$ cat config.mk
export PLATFORM = sky130hd
export DESIGN_NAME = regfile_hilo
export DESIGN_NICKNAME = d
export VERILOG_FILES = /design/src/rtl/regfile_hilo_pkg.sv /design/src/rtl/regfile_hilo_hilo_reg.sv /design/src/rtl/regfile_hilo.sv
export SDC_FILE = /design/constraint.sdc
export NUM_CORES = 2
export LEC_CHECK = 0
export ABC_CLOCK_PERIOD_IN_PS = 4790
export CAP_MARGIN = 25
export CORE_UTILIZATION = 47
export DETAILED_ROUTE_END_ITERATION = 8
export PLACE_DENSITY_LB_ADDON = 0.15
export SETUP_SLACK_MARGIN = 0.05
export SYNTH_ARGS = -nofsm -noshare
export SYNTH_HDL_FRONTEND = slang
export SYNTH_HIERARCHICAL = 1
export SYNTH_SLANG_ARGS = --single-unit
$ cat constraint.sdc
create_clock -name clk -period 4.79 [get_ports clk]
set_input_delay 0.479 -clock clk [delete_from_list [all_inputs] [get_ports clk]]
set_output_delay 0.479 -clock clk [all_outputs]
set_load 0.05 [all_outputs]
$ cat src/rtl/regfile_hilo_pkg.sv
// Shared writeback-to-register-file bus layout and HI/LO operation encoding.
package regfile_hilo_pkg;

  localparam int unsigned WB_TO_RF_WD = 43;
  localparam int unsigned RF_ADDR_W   = 5;

  // hilo_op bit indices
  localparam int unsigned HILO_MTHI   = 0;
  localparam int unsigned HILO_MTLO   = 1;
  localparam int unsigned HILO_MULDIV = 2;
  localparam int unsigned HILO_OP_W   = 5;

  // Bus field offsets: {hilo_op[4:0], rf_we, rf_waddr[4:0], rf_wdata[31:0]}
  localparam int unsigned WB_WDATA_LSB   = 0;
  localparam int unsigned WB_WADDR_LSB   = 32;
  localparam int unsigned WB_WE_BIT      = 37;
  localparam int unsigned WB_HILO_OP_LSB = 38;

endpackage

$ cat src/rtl/regfile_hilo_hilo_reg.sv
// HI/LO register pair: op decode with mult/div priority and same-cycle read bypass.
module hilo_reg
  import regfile_hilo_pkg::*;
#(
  parameter int unsigned DATA_W = 32
) (
  input  logic                  clk,
  input  logic                  resetn,
  input  logic [2:0]            hilo_op,
  input  logic [DATA_W-1:0]     rf_wdata,
  input  logic [2*DATA_W-1:0]   hilo_wdata,
  output logic [DATA_W-1:0]     hi_rdata,
  output logic [DATA_W-1:0]     lo_rdata
);

  logic [DATA_W-1:0] hi_q;
  logic [DATA_W-1:0] lo_q;
  logic              hi_we;
  logic              lo_we;
  logic [DATA_W-1:0] hi_next;
  logic [DATA_W-1:0] lo_next;

  // Mult/div commit takes precedence over mthi/mtlo on the register it targets.
  always_comb begin
    hi_we   = hilo_op[HILO_MULDIV] | hilo_op[HILO_MTHI];
    lo_we   = hilo_op[HILO_MULDIV] | hilo_op[HILO_MTLO];
    hi_next = rf_wdata;
    lo_next = rf_wdata;
    if (hilo_op[HILO_MULDIV]) begin
      hi_next = hilo_wdata[2*DATA_W-1:DATA_W];
      lo_next = hilo_wdata[DATA_W-1:0];
    end
  end

  always_ff @(posedge clk or negedge resetn) begin
    if (!resetn) begin
      hi_q <= '0;
      lo_q <= '0;
    end else begin
      if (hi_we) hi_q <= hi_next;
      if (lo_we) lo_q <= lo_next;
    end
  end

  always_comb begin
    hi_rdata = hi_we ? hi_next : hi_q;
    lo_rdata = lo_we ? lo_next : lo_q;
  end

endmodule

$ cat src/rtl/regfile_hilo.sv
// Register file endpoint of the writeback bus: 32x32 GPRs with r0 hardwired to
// zero, two bypassed combinational read ports, and the HI/LO pair.
module regfile_hilo #(
  parameter int unsigned WB_TO_RF_WD = 43,
  parameter int unsigned REG_NUM     = 32,
  parameter int unsigned DATA_W      = 32
) (
  input  logic                   clk,
  input  logic                   resetn,
  input  logic [WB_TO_RF_WD-1:0] wb_to_rf_bus,
  input  logic [63:0]            hilo_wdata,
  input  logic [4:0]             raddr1,
  output logic [31:0]            rdata1,
  input  logic [4:0]             raddr2,
  output logic [31:0]            rdata2,
  output logic [31:0]            hi_rdata,
  output logic [31:0]            lo_rdata
);

  import regfile_hilo_pkg::*;

  logic [HILO_OP_W-1:0] hilo_op;
  logic                 rf_we;
  logic [RF_ADDR_W-1:0] rf_waddr;
  logic [DATA_W-1:0]    rf_wdata;
  logic                 unused_rsvd;

  always_comb begin
    hilo_op  = wb_to_rf_bus[WB_HILO_OP_LSB +: HILO_OP_W];
    rf_we    = wb_to_rf_bus[WB_WE_BIT];
    rf_waddr = wb_to_rf_bus[WB_WADDR_LSB +: RF_ADDR_W];
    rf_wdata = wb_to_rf_bus[WB_WDATA_LSB +: DATA_W];
  end

  // hilo_op[4:3] are reserved and deliberately ignored.
  assign unused_rsvd = |hilo_op[4:3];

  logic [DATA_W-1:0] regs [REG_NUM];

  always_ff @(posedge clk or negedge resetn) begin
    if (!resetn) begin
      for (int unsigned i = 0; i < REG_NUM; i++) begin
        regs[i] <= '0;
      end
    end else if (rf_we && (rf_waddr != '0)) begin
      regs[rf_waddr] <= rf_wdata;
    end
  end

  always_comb begin
    if (raddr1 == '0)
      rdata1 = '0;
    else if (rf_we && (rf_waddr == raddr1))
      rdata1 = rf_wdata;
    else
      rdata1 = regs[raddr1];

    if (raddr2 == '0)
      rdata2 = '0;
    else if (rf_we && (rf_waddr == raddr2))
      rdata2 = rf_wdata;
    else
      rdata2 = regs[raddr2];
  end

  hilo_reg #(
    .DATA_W (DATA_W)
  ) u_hilo_reg (
    .clk        (clk),
    .resetn     (resetn),
    .hilo_op    (hilo_op[2:0]),
    .rf_wdata   (rf_wdata),
    .hilo_wdata (hilo_wdata),
    .hi_rdata   (hi_rdata),
    .lo_rdata   (lo_rdata)
  );

endmodule

# == Word level (Yosys, flattened, before mapping) ==
# Index checks and enable logic that the tools add are counted.
# classes
bitwise,5
n_eq_ne,2
order_cmp,4
n_mux,17
reduce_logical,7
# ops
cell,count
1024-bit bitwise mux,1
32-bit two-way mux,13
32-bit binary-select mux with 5-bit select,2
32-bit demux with 5-bit select,1
"6-bit greater-or-equal comparator, second input constant",3
5-bit NOT with 6-bit output,3
5-bit == test,2
5-bit zero test,2
"6-bit by 1-bit less-than comparator with 1-bit output, second input constant",1
5-bit nonzero test,1
1-bit logical AND,4
1-bit OR,2
# word_totals
output_inout_bits,128
reg_bits,1088
wordCells,69

# == Longest topological paths before layout ==
# depth
ltp_word,6
mapped_depth,10
depth_no_buf,5

# == By module ==
# The synthesis kept the hierarchy.
# by_module_without_submodules
mod,instances,area_each_um2,cells_each
regfile_hilo,1,54913.9,3747
hilo_reg,1,3015.4,278

# == Worst setup path before layout ==
# OpenSTA, ideal clock, no wires.
# synth_path
path_kind,input to output
startpoint,in raddr2[0]
endpoint,out rdata2[0]
t_arrival_ns,3.026
stages,10
slack_ns,1.285
path_cell_list,buf_6 > buf_8 > buf_6 > buf_6 > buf_6 > buf_8 > mux2i_1 > a221oi_1 > o221ai_1 > a211oi_1
# synth_between
elab_chain_len,6
elab_cells_between_ends,9
cone_classes,eq/ne (1); mux (5); bitwise (1); reduce/logical (2)
# synth_lines
element,line,text
from (decl),regfile_hilo.sv:14,"input logic [4:0] raddr2,"
5-bit NOT with 6-bit output (implied by the code),regfile_hilo.sv:63,rdata2 = regs[raddr2];
32-bit binary-select mux with 5-bit select,regfile_hilo.sv:63,
32-bit two-way mux (implied by the code) (2 in series),regfile_hilo.sv:63,
32-bit two-way mux,regfile_hilo.sv:60,else if (rf_we && (rf_waddr == raddr2))
32-bit two-way mux (*),regfile_hilo.sv:58,if (raddr2 == '0)
to (decl),regfile_hilo.sv:15,"output logic [31:0] rdata2,"
# Mark *: on every way between the ends. The rest lies on a longest branch, timed or not. The select of a mux whose other input is x is not followed.

# == Worst setup path in the final report ==
# layout_path
startpoint,in raddr1[0]
endpoint,out rdata1[1]
# layout_between
elab_chain_len,6
elab_cells_between_ends,9
cone_classes,eq/ne (1); mux (5); bitwise (1); reduce/logical (2)
# layout_lines
element,line,text
from (decl),regfile_hilo.sv:12,"input logic [4:0] raddr1,"
5-bit NOT with 6-bit output (implied by the code),regfile_hilo.sv:56,rdata1 = regs[raddr1];
32-bit binary-select mux with 5-bit select,regfile_hilo.sv:56,
32-bit two-way mux (implied by the code) (2 in series),regfile_hilo.sv:56,
32-bit two-way mux,regfile_hilo.sv:53,else if (rf_we && (rf_waddr == raddr1))
32-bit two-way mux (*),regfile_hilo.sv:51,if (raddr1 == '0)
to (decl),regfile_hilo.sv:13,"output logic [31:0] rdata1,"
# Marks and branches as above.

==> results.yml <==
clocking:
  clkLatencyLatePin_ns: 0.74
  cts_buffers: 118
  cts_root_buffer: "clkbuf_16"
  clockBufferDepth: 3
  clock-sinks: 1088
  post_cts_resize_count: 0
  cts.clk_slew.worst_paths_ns: 0.06
  cts_tree: "yes"
  htree_levels: 3
sta:
  slew_viol_final: 0
  max_freq_mhz: 243
  min_period_over_period: 0.860
  maxSlewHeadroom: 0.281
  finalSetupViolCount: 0
  min_period_ns: 4.12
  holdWs_ns: 0.216
  rsz0062_at_grt: "false"
  hold_viol: 0
  tightest_slew_ns: 1.07
  tns_ns: 0
  skew_ns: 0
  setup_slack_ns: 0.672
synthesis:
  seq_area_frac_synth: 0.470
  synth_top_area_frac: 0.470
  synth_top_cells_by_count: "dfrtp_1, mux2_2, mux4_2"
  syn_area_per_cell_um2: 14.4
  syn_inst: 4025
  synth-seq-cells: 1088
  syn-num-nets: 4144
  synth-edff-count: 0
  ys_top_cells_by_area: "dfrtp_1, mux2_2, mux4_2"
  ys_types: 50
  synth_area_mm2: 0.0579
  synth_area_leader_cell: "dfrtp_1"
  synthFlopType: "dfrtp_1"
  yosysMostFrequentCell: "dfrtp_1"
  ys_async_sr_fraction: 1.00
  yosysWarnings: 6
pwr:
  ir_worst_vdd_mv: 0.343
  p_leak_nw: 28.8
  p_per_area_mw_per_mm2: 418
floorplan:
  die_w_um: 353
  die_area_mm2: 0.125
  io_pins: 247
  start_util: 0.475
  num_rows: 128
  core_area_mm2: 0.122
  die_h_um: 353
place:
  placed_area_mm2: 0.0631
  pre_cts_ws_ns: 0.739
  place.gp.congestion: 0.878
  io_buffer_count: 244
  hpwlAfterDp_um: 122000
detailed_routing:
  first_pass_iters: 7
  drc: 0
  via_per_inst: 6.61
  routed_wirelength_um: 196000
  drtAntennaViolNets: 0
  drt-wirelength-per-cell_um: 33.3
  vias: 38872
  drt_iter0_drc: 3741
cells_and_area:
  n_fill_cell: 10132
  final_layout_size_suffix_gt1_frac: 0.482
  final_nets: 4282
  utilization: 0.550
  area_growth_pct: 15.8
  postLayoutCellArea_mm2: 0.0671
global_route:
  grt_pass1_vias: 39434
  grtUsageTotal: 0.316
  grt_pass1_wl_um: 286000
  antenna_found_initial: 7
  grt_max_degree: 125
  grt-ovfl-total: 0
status:
  outcome: "finished, final reports clean"
min_path:
  hold_class: "in -> reg"
critical_path:
  start_kind: "input pin"
  worstPathMaxFanout: 59
  crit_required_ns: 4.31
  criticalPathCategory: "in -> out"
  end_kind: "primary output"
  arrival_ns: 3.64
flow_run:
  max_cap_violations: 0
## layer usage
layer | vias to the layer above | global-route usage | part of all wire
met2 | 1626 | 0.481 | 0.46
met5 | - | 0 | 0.00022
met1 | 21132 | 0.446 | 0.42
li1 | 15721 | - | -
met3 | 387 | 0.0654 | 0.075
met4 | 6 | 0.118 | 0.040
## layout make-up
class	instances	area, um^2	area share
antenna	2	5.00	0.0000746
clock buffer	173	3450	0.0515
clock inverter	38	484	0.00722
inverter	4	15.0	0.000224
multi-input combinational	2486	28800	0.429
sequential	1088	27200	0.406
tap	1625	2030	0.0303
timing repair buffer	465	5110	0.0761
## power breakdown
part | internal (mW) | switching [mW] | leakage [nW]
registers | 10.9 | 1.19 | 13.9
clock network | 5.50 | 3.91 | 1.93
logic | 3.64 | 2.95 | 12.9
total | 20.0 | 8.05 | 28.8
## state kept, by name (all words and copies together), names as in the netlist
signal	cells
regs	1024
u_hilo_reg/lo_q	32
u_hilo_reg/hi_q	32
## worst paths after layout
path | from | endpoint | slack (ns) | depth (start not counted)
setup / recovery | raddr1[0] | rdata1[1] | 0.67 | 8
hold / removal | wb_to_rf_bus[40] | u_hilo_reg/hi_q[30] | 0.22 | 3
setup reg to reg | regs[867] | regs[867] | 3.97 | 1
hold reg to reg | regs[993] | regs[993] | 0.39 | 0
max in group asynchronous | resetn | regs[644] | 3.12 | 3
min in group asynchronous | resetn | u_hilo_reg/lo_q[16] | 0.42 | 2
## what timing repair did
action,CTS,global route
endpoints found under the hold margin,76,0
hold buffers,1,0
endpoints found under the setup margin,0,0
setup buffers,0,0
## layout by cell type (no fill, tap or decap), types with 7 or more instances in the layout
master / synthesis / layout
mux2i_1: 155 / 155
a211oi_1: 51 / 51
o21ai_0: 44 / 44
nand2b_1: 9 / 9
clkdlybuf4s50_1: 0 / 168
mux2_2: 1065 / 1065
buf_4: 18 / 193
xnor2_1: 7 / 7
dfrtp_1: 1088 / 1088
clkbuf_8: 0 / 23
nor2_1: 109 / 90
bufinv_16: 0 / 10
a221oi_1: 22 / 22
mux4_2: 459 / 459
o221ai_1: 12 / 12
nor3_1: 45 / 44
nand2_1: 106 / 91
nor2b_1: 54 / 52
nor4_1: 34 / 34
clkbuf_1: 247 / 29
clkbuf_16: 0 / 121
a221o_1: 24 / 24
o22ai_1: 63 / 63
nor2_4: 0 / 17
a31oi_1: 9 / 9
o21ai_1: 62 / 62
a21oi_1: 36 / 36
buf_12: 6 / 93
nand2_2: 0 / 15
clkinv_2: 0 / 19
a22oi_1: 53 / 53
a22o_1: 8 / 8
## critical path: stages
cell and delay (ns):
buf_8 0.55, buf_4 0.59, mux4_2 0.57, mux2i_1 0.15, nor2_1 0.09, a2111oi_0 0.55
nor2_1 0.30, buf_4 0.28
## cells by family (layout without fill, tap and decap cells)
group | count (synthesis) | after routing | synth area share
buf+inv | 451 | 680 | 0.0366
xor+xnor | 10 | 10 | 0.00151
mux | 1679 | 1679 | 0.412
flops | 1088 | 1088 | 0.470
compound gates | 399 | 399 | 0.0463
simple gates | 398 | 398 | 0.0333
other cells | 0 | 2 | 0
## per-stage QoR
stage          total power, mW  cells
2_1_floorplan             16.4   4025
3_3_place_gp              18.6   5664
3_5_place_dp              18.8   5664
4_1_cts                   28.2   5876
5_1_grt                   29.1   5880
6_report                  28.1   5881
No activity file was read; power rests on OpenSTA's default activity.
